===== config.mk =====
export PLATFORM = sky130hd
export DESIGN_NAME = fgmt_thread_sched
export DESIGN_NICKNAME = d
export VERILOG_FILES = /design/src/rtl/fgmt_thread_sched_pkg.sv /design/src/rtl/fgmt_rr_arbiter.sv /design/src/rtl/fgmt_thread_sched.sv
export SDC_FILE = /design/constraint.sdc
export NUM_CORES = 1
export LEC_CHECK = 0
export BUFFER_PORTS_ARGS = -buffer_cell sky130_fd_sc_hd__buf_2
export CELL_PAD_IN_SITES_DETAIL_PLACEMENT = 0
export CELL_PAD_IN_SITES_GLOBAL_PLACEMENT = 2
export CORE_MARGIN = 2
export CORE_UTILIZATION = 38
export DETAILED_ROUTE_END_ITERATION = 10
export GPL_TIMING_DRIVEN = 0
export PLACE_DENSITY = 0.8
export SKIP_CTS_REPAIR_TIMING = 1
export SLEW_MARGIN = 20
export SYNTH_ARGS = -nofsm -noshare
export SYNTH_HDL_FRONTEND = slang
export SYNTH_SLANG_ARGS = --single-unit

===== constraint.sdc =====
create_clock -name clk -period 3.8 [get_ports clk]
set_input_delay 0.38 -clock clk [delete_from_list [all_inputs] [get_ports clk]]
set_output_delay 0.38 -clock clk [all_outputs]
set_load 0.05 [all_outputs]

===== src/rtl/fgmt_thread_sched_pkg.sv =====
// Shared fetch-stage definitions for the fine-grained multithreading scheduler.
// Provides the default pool size and derived thread ID width, the word type,
// the bubble PC value, the scheduling mode encoding, and a thread-ID to
// one-hot helper.
package fgmt_thread_sched_pkg;

  localparam int unsigned THREAD_POOL_SIZE = 4;
  localparam int unsigned MAX_THREADS      = 16;
  localparam int unsigned TID_BITS         = $clog2(THREAD_POOL_SIZE);
  localparam int unsigned WIDTH            = 32;

  typedef logic [WIDTH-1:0] word_t;

  // PC value presented on an empty (bubble) fetch slot
  localparam word_t BUBBLE = '0;

  typedef enum logic {
    SCHED_BARREL = 1'b0,
    SCHED_SKIP   = 1'b1
  } sched_mode_e;

  // One-hot active-thread encoding for any pool size up to MAX_THREADS
  function automatic logic [MAX_THREADS-1:0] tid2onehot(input logic [3:0] tid);
    tid2onehot = MAX_THREADS'(1) << tid;
  endfunction

endpackage


===== src/rtl/fgmt_rr_arbiter.sv =====
// Combinational rotating-priority picker.
// Ports: req         - per-thread request bits
//        ptr         - index holding highest priority this cycle
//        grant_valid - at least one request present
//        grant_tid   - first requesting index at or after ptr (wrapping)
module fgmt_rr_arbiter #(
  parameter int unsigned N        = 4,
  parameter int unsigned TID_BITS = $clog2(N)
) (
  input  logic [N-1:0]        req,
  input  logic [TID_BITS-1:0] ptr,
  output logic                grant_valid,
  output logic [TID_BITS-1:0] grant_tid
);

  logic [TID_BITS-1:0] cand;

  // Scan ptr, ptr+1, ... mod N; the first hit wins
  always_comb begin
    grant_valid = 1'b0;
    grant_tid   = '0;
    cand        = '0;
    for (int unsigned i = 0; i < N; i++) begin
      cand = TID_BITS'((32'(ptr) + i) % N);
      if (!grant_valid && req[cand]) begin
        grant_valid = 1'b1;
        grant_tid   = cand;
      end
    end
  end

endmodule


===== src/rtl/fgmt_thread_sched.sv =====
// Fine-grained multithreading fetch scheduler.
// Picks one eligible hardware thread per accepted slot and presents its PC,
// thread ID and one-hot vector from registers; empty slots are bubbles.
// Tracks per-thread stall state from L1 miss/fill reports and per-thread PCs
// with redirect.
// Ports: clk, rst_n (sync, active low)
//        thread_en                            - per-thread enable mask
//        redirect_valid/redirect_tid/redirect_pc - PC overwrite request
//        miss_valid/miss_tid                  - stall a thread
//        fill_valid/fill_tid                  - release a thread
//        fetch_ready                          - downstream accepts the slot
//        fetch_valid/fetch_tid/fetch_onehot/fetch_pc - current fetch slot
//        stalled_mask                         - per-thread stall bits
module fgmt_thread_sched
  import fgmt_thread_sched_pkg::*;
#(
  parameter int unsigned      THREAD_POOL_SIZE = 4,
  parameter int unsigned      TID_BITS         = $clog2(THREAD_POOL_SIZE),
  parameter int unsigned      WIDTH            = 32,
  parameter int unsigned      SCHED_MODE       = 1,
  parameter logic [WIDTH-1:0] RESET_PC         = '0,
  parameter logic [WIDTH-1:0] PC_STRIDE        = WIDTH'(32'h1000)
) (
  input  logic                        clk,
  input  logic                        rst_n,
  input  logic [THREAD_POOL_SIZE-1:0] thread_en,
  input  logic                        redirect_valid,
  input  logic [TID_BITS-1:0]         redirect_tid,
  input  logic [WIDTH-1:0]            redirect_pc,
  input  logic                        miss_valid,
  input  logic [TID_BITS-1:0]         miss_tid,
  input  logic                        fill_valid,
  input  logic [TID_BITS-1:0]         fill_tid,
  input  logic                        fetch_ready,
  output logic                        fetch_valid,
  output logic [TID_BITS-1:0]         fetch_tid,
  output logic [THREAD_POOL_SIZE-1:0] fetch_onehot,
  output logic [WIDTH-1:0]            fetch_pc,
  output logic [THREAD_POOL_SIZE-1:0] stalled_mask
);

  localparam int unsigned         N        = THREAD_POOL_SIZE;
  localparam logic [TID_BITS-1:0] LAST_TID = TID_BITS'(N - 1);
  localparam bit                  BARREL   = (SCHED_MODE == 32'(SCHED_BARREL));

  logic [WIDTH-1:0]    pc_q [N];
  logic [TID_BITS-1:0] rr_ptr;
  logic [N-1:0]        elig_c;
  logic                arb_valid;
  logic [TID_BITS-1:0] arb_tid;
  logic                load_c;
  logic                issue_c;
  logic [TID_BITS-1:0] issue_tid_c;
  logic [TID_BITS-1:0] next_ptr_c;
  logic [WIDTH-1:0]    issue_pc_c;

  function automatic logic [TID_BITS-1:0] next_tid(input logic [TID_BITS-1:0] t);
    next_tid = (t == LAST_TID) ? '0 : t + TID_BITS'(1);
  endfunction

  assign elig_c = thread_en & ~stalled_mask;

  fgmt_rr_arbiter #(
    .N        (N),
    .TID_BITS (TID_BITS)
  ) u_arb (
    .req         (elig_c),
    .ptr         (rr_ptr),
    .grant_valid (arb_valid),
    .grant_tid   (arb_tid)
  );

  // Slot selection: barrel tries only the slot owner, skip mode takes the first eligible
  always_comb begin
    load_c      = !fetch_valid || fetch_ready;
    issue_c     = 1'b0;
    issue_tid_c = rr_ptr;
    next_ptr_c  = rr_ptr;
    if (BARREL) begin
      issue_c     = elig_c[rr_ptr];
      issue_tid_c = rr_ptr;
      next_ptr_c  = next_tid(rr_ptr);
    end else begin
      issue_c     = arb_valid;
      issue_tid_c = arb_tid;
      next_ptr_c  = arb_valid ? next_tid(arb_tid) : rr_ptr;
    end
    issue_pc_c = pc_q[issue_tid_c];
  end

  // Fetch slot register; held while downstream back-pressures a valid slot
  always_ff @(posedge clk) begin
    if (!rst_n) begin
      rr_ptr       <= '0;
      fetch_valid  <= 1'b0;
      fetch_tid    <= '0;
      fetch_onehot <= '0;
      fetch_pc     <= '0;
    end else if (load_c) begin
      rr_ptr      <= next_ptr_c;
      fetch_valid <= issue_c;
      if (issue_c) begin
        fetch_tid    <= issue_tid_c;
        fetch_onehot <= N'(tid2onehot(4'(issue_tid_c)));
        fetch_pc     <= issue_pc_c;
      end else begin
        fetch_tid    <= '0;
        fetch_onehot <= '0;
        fetch_pc     <= WIDTH'(BUBBLE);
      end
    end
  end

  // Per-thread PC and stall state; redirect overrides the issue increment,
  // miss overrides a same-cycle fill
  for (genvar t = 0; t < N; t++) begin : g_thr
    always_ff @(posedge clk) begin
      if (!rst_n) begin
        pc_q[t]         <= RESET_PC + WIDTH'(t) * PC_STRIDE;
        stalled_mask[t] <= 1'b0;
      end else begin
        if (load_c && issue_c && (issue_tid_c == TID_BITS'(t))) begin
          pc_q[t] <= pc_q[t] + WIDTH'(4);
        end
        if (redirect_valid && (redirect_tid == TID_BITS'(t))) begin
          pc_q[t] <= redirect_pc;
        end
        if (miss_valid && (miss_tid == TID_BITS'(t))) begin
          stalled_mask[t] <= 1'b1;
        end else if (fill_valid && (fill_tid == TID_BITS'(t))) begin
          stalled_mask[t] <= 1'b0;
        end
      end
    end
  end

endmodule


Yosys cells after proc, flatten, opt, wreduce, memory -nomap -nowiden
Memory sizes are Yosys's and may differ from the RTL's.
Cells that the tools add are included.

storage, ports and cells
  flip-flop bits (word level) = 45
  RAM bits = 128
  input port bits = 48
  output and inout port bits = 43
  word-level logic and storage cells = 140
  memories = 1

cells by class
  $add $sub $neg = 8
  order comparisons = 4
  equality and inequality tests = 12
  shift-type cells = 1
  muxes and demuxes = 61
  bitwise gates (word level) = 10
  reduce and logical (&&, ||, !) cells = 34

memories
  memory  words  bits a word  rd ports  clocked after memory_dff  write ports  line                     RTL
  pc_q    4      32           5         0                         4            fgmt_thread_sched.sv:46  logic [WIDTH-1:0] pc_q [N];

operators by type and width
  kind                                                        number
  two-way mux 32 bit                                          9
  adder 32 x 3 -> 32 bit, second input constant               4
  two-way mux 1 bit                                           41
  logical AND 1 bit                                           20
  equality test 2 bit, second input constant                  8
  less-than comparator 2 x 3 -> 1 bit, second input constant  4
  two-way mux 2 bit                                           6
  binary-select mux 1 bit (select 2 bit)                      4
  equality test 2 x 1 -> 1 bit, second input constant         4
  logical NOT 2 bit                                           4
  bitwise OR 1 bit                                            8
  nonzero test 2 bit                                          4
  adder 2 x 1 -> 2 bit, second input constant                 2
  adder 2 bit, second input constant                          2
  bitwise AND 4 bit                                           1
  logical NOT 1 bit                                           4
  two-way mux 4 bit                                           1
  inverter 4 bit                                              1
  left shift 1 x 2 -> 4 bit, first input constant             1
  AND reduction 2 bit                                         1
  logical OR 1 bit                                            1

Longest topological paths before layout
  depth after elaboration = 21
  mapped depth = 9
  gate-level depth less buffers = 7

Hierarchy
A second synthesis with hierarchy kept.

second synthesis, totals
  cell total of the unflattened synthesis = 942
  area, all modules = 9872.0 um2

by module, submodules not included
  module             times used  cells each  area an instance (um2)  seq. area each (um2)
  fgmt_thread_sched  1           927         9794.4                  4744.6
  fgmt_rr_arbiter    1           15          77.6                    0.0

Worst setup path before layout
No wires, ideal clock.

  path type = reg-to-reg
  start = register stalled_mask[1]
  end = memory pc_q[3][10] (enable)
  library setup time = 392 ps
  arrival time = 2774 ps
  required time = 3408 ps
  path slack = 633 ps
  stages on the path, launching flop included = 9
  path buffers = 1
  clock period less this slack = 3167 ps
  path through = dfxtp_1 -> and2b_4 -> o311ai_4 -> nand2_1 -> inv_2 -> buf_4 -> ha_1 -> nand2_1 -> nand3_1

RTL lines
  element                            line                      RTL
  from (decl)                        fgmt_thread_sched.sv:39   output logic [THREAD_POOL_SIZE-1:0] stalled_mask
  from (signal, indexed assignment)  fgmt_thread_sched.sv:120  stalled_mask[t] <= 1'b0;
  from (signal, indexed assignment)  fgmt_thread_sched.sv:129  stalled_mask[t] <= 1'b1;
  from (signal, indexed assignment)  fgmt_thread_sched.sv:131  stalled_mask[t] <= 1'b0;
  to (decl)                          fgmt_thread_sched.sv:46

==> qor.yml <==
placed_design:
  gp_congestion: 0.859
  dp_hpwl_mm: 27.4
  port_buffers: 90
timing:
  min_period_over_period_pct: 89.8
  min_period_ns: 3.41
  rsz0062_at_grt: "false"
  finalHoldViolCount: 0
  setup_viol: 0
  whs_ns: 0.235
  worstMarginPinSlew_ns: 1.16
  max_freq_ghz: 0.293
  slew_headroom_pct: 22.1
  finalMaxSlewViolations: 0
  clock_skew_ns: 0.0134
yosys:
  yosys_most_used_dff: "edfxtp_1"
  synth_nets: 1138
  yosys_warnings: 0
  synth_cells: 1085
  synth_top_area_share_pct: 37.4
  synth_cell_types: 58
  synth_area_um2: 10300
  synth-seq-area-share_pct: 46.2
  avgSynthCellArea_um2: 9.47
  async_flop_share_pct: 0
  synth_edf_count: 128
  ys_ff_latch: 173
  synth.area.top_cells: "edfxtp_1 (37%), dfxtp_1 (8.8%), nand2_1 (6.8%)"
  yosysTopAreaCell: "edfxtp_1"
pwr:
  power_leakage_uw: 0.00416
  p_sw_uw: 2110
  p_seq_share_pct: 45.5
  p_comb_share_pct: 25.2
  p_total_uw: 5770
  switching_share_pct: 36.6
  p_clk_share_pct: 29.3
  p_int_uw: 3660
  ir_drop_v: 0.000240
  p_per_area_nw_per_um2: 489
run_status:
  status: "complete, no violations"
final_layout:
  final_cell_mix: "nand2_1 (185), edfxtp_1 (128), buf_2 (103), xor2_1 (72), o211ai_1 (62)"
  seqCellArea_um2: 4740
  final_common_cell: "nand2_1"
  final_nets: 1251
  antenna_cells: 0
  final_util_pct: 44.2
  multiInputGateArea_um2: 5190
  fillCellCount: 2656
  area_growth_pct: 14.9
  drive_gt1_share_pct: 14.7
grt:
  grt_pass1_wl_mm: 54.9
  overflow: 0
  antenna_found_initial: 0
  grt_pass1_vias: 8594
  grt_start_max_net_pins: 25
  grt_usage_pct: 26.1
drt:
  ant_nets: 0
  vias_per_cell: 5.74
  drc_errors: 0
  first_iter_violations: 897
  drt-total-wl_mm: 36.5
  vias: 8910
  drt_pass1_iterations: 6
  wl_per_cell_um: 23.5
floorplanning:
  die_h_um: 168
  start_util_pct: 38.4
  core_um2: 26700
  num_rows: 60
  dieArea_um2: 28400
  die_w_um: 168
  ios: 91
worst_setup_path:
  critPathKind: "reg2reg"
  cp.required_ns: 3.99
  crit_arrival_ns: 3.61
  crit_fanout: 10
  crit_path_end_kind: "register"
  cp-start-kind: "register"
cts:
  root_buffer: "clkbuf_16"
  cts_tree: "done"
  worstSkewPairLatency_ns: 0.44
  cts.path.max_buffers: 2
  cts.sinks: 173
  clk_pin_slew_ns: 0.07
  numCtsBuffers: 17
  htree_levels: 4
job:
  cap_violations: 0
min_path:
  hold_path_class: "in2reg"
## layer usage
layer  vias up  share of wire, %  global-route usage, %
met4         0               2.5                   8.40
met2       310                45                   40.1
li1       4202                 -                      -
met3        40               6.3                   3.86
met5         -                 0                      0
met1      4358                46                   37.9
## cell families (layout without fill, tap and decap cells)
kind of cell / after synthesis / count (layout) / synth area share, %
xor+xnor: 109 / 109 / 9.29
flops: 173 / 173 / 46.2
mux: 33 / 33 / 3.21
fa+ha+maj: 5 / 5 / 0.609
compound gates: 251 / 251 / 16.2
buf+inv: 85 / 211 / 3.52
simple gates: 429 / 429 / 21.0
## synthesized netlist by cell type, types with 2 or more instances
cell	instances
a21boi_0	30
a21oi_1	17
a221oi_1	2
a22oi_1	4
and2_1	14
and3_1	54
and4_1	12
buf_2	13
buf_4	3
buf_6	2
clkbuf_1	50
dfxtp_1	45
edfxtp_1	128
ha_1	5
inv_1	16
mux2i_1	33
nand2_1	185
nand2b_1	9
nand3_1	53
nand3b_1	4
nand4_1	34
nand4b_1	3
nor2_1	21
nor2b_1	4
nor3_1	17
nor4_1	6
o211ai_1	62
o21ai_0	60
o21ai_1	40
o21ai_2	19
o22a_1	3
o31a_1	3
or3_1	2
xnor2_1	37
xor2_1	72
## worst paths after layout
check / start / end / slack, ns / cells past startpoint
worst max-delay path: stalled_mask[0] / pc_q[3][13] / 0.39 / 9
worst min-delay path: miss_tid[0] / stalled_mask[1] / 0.23 / 3
worst min register to register: fetch_onehot[3] / fetch_onehot[3] / 0.46 / 2
worst max register to register: stalled_mask[0] / pc_q[3][13] / 0.39 / 9
## cell type report
| cell class | count | share of cell area, % |
|---|---|---|
| well taps | 341 | 3.61 |
| plain buffers | 68 | 2.52 |
| clock inverters | 14 | 0.954 |
| clock buffers | 18 | 3.72 |
| inverters | 17 | 0.540 |
| repair buffers | 94 | 4.56 |
| multi-input cells | 827 | 43.9 |
| flip-flops and latches | 173 | 40.2 |
## power by group through the flow
| stage | Sequential (µW) | Combinational (µW) | Clock [µW] |
|---|---|---|---|
| after detailed placement | 2660 | 1450 | 0 |
| final | 2630 | 1450 | 1690 |
| after CTS | 2620 | 1450 | 1730 |
| after global placement | 2670 | 1410 | 0 |
| after floorplan | 2830 | 711 | 0 |
| after global routing | 2670 | 1550 | 1790 |
## per-stage QoR
stage	setup TNS (ns)	area (µm²)	std cells	setup slack (ns)
finish	0	11800	1552	0.388
global route	0	11800	1552	0.265
CTS	0	11800	1552	0.418
detailed placement	0	11300	1520	0.351
global placement	-11.96	11200	1516	-0.402
floorplan	0	10300	1085	0.633
## worst max-delay path, stage by stage, from the launching register on
cell,delay [ns]
dfxtp_1,0.44
and3b_1,0.23
o311ai_4,0.56
nand2_1,0.29
inv_2,0.29
buf_4,0.30
ha_1,0.25
nand4_1,0.16
clkbuf_1,0.37
o22a_1,0.27
## state kept, by name, indices dropped and copies added, names as in the netlist
register,flops
pc_q,128
fetch_valid,1
stalled_mask,4
rr_ptr,2
fetch_tid,2
fetch_onehot,4
fetch_pc,32
Power figures use the tool's default switching activity.
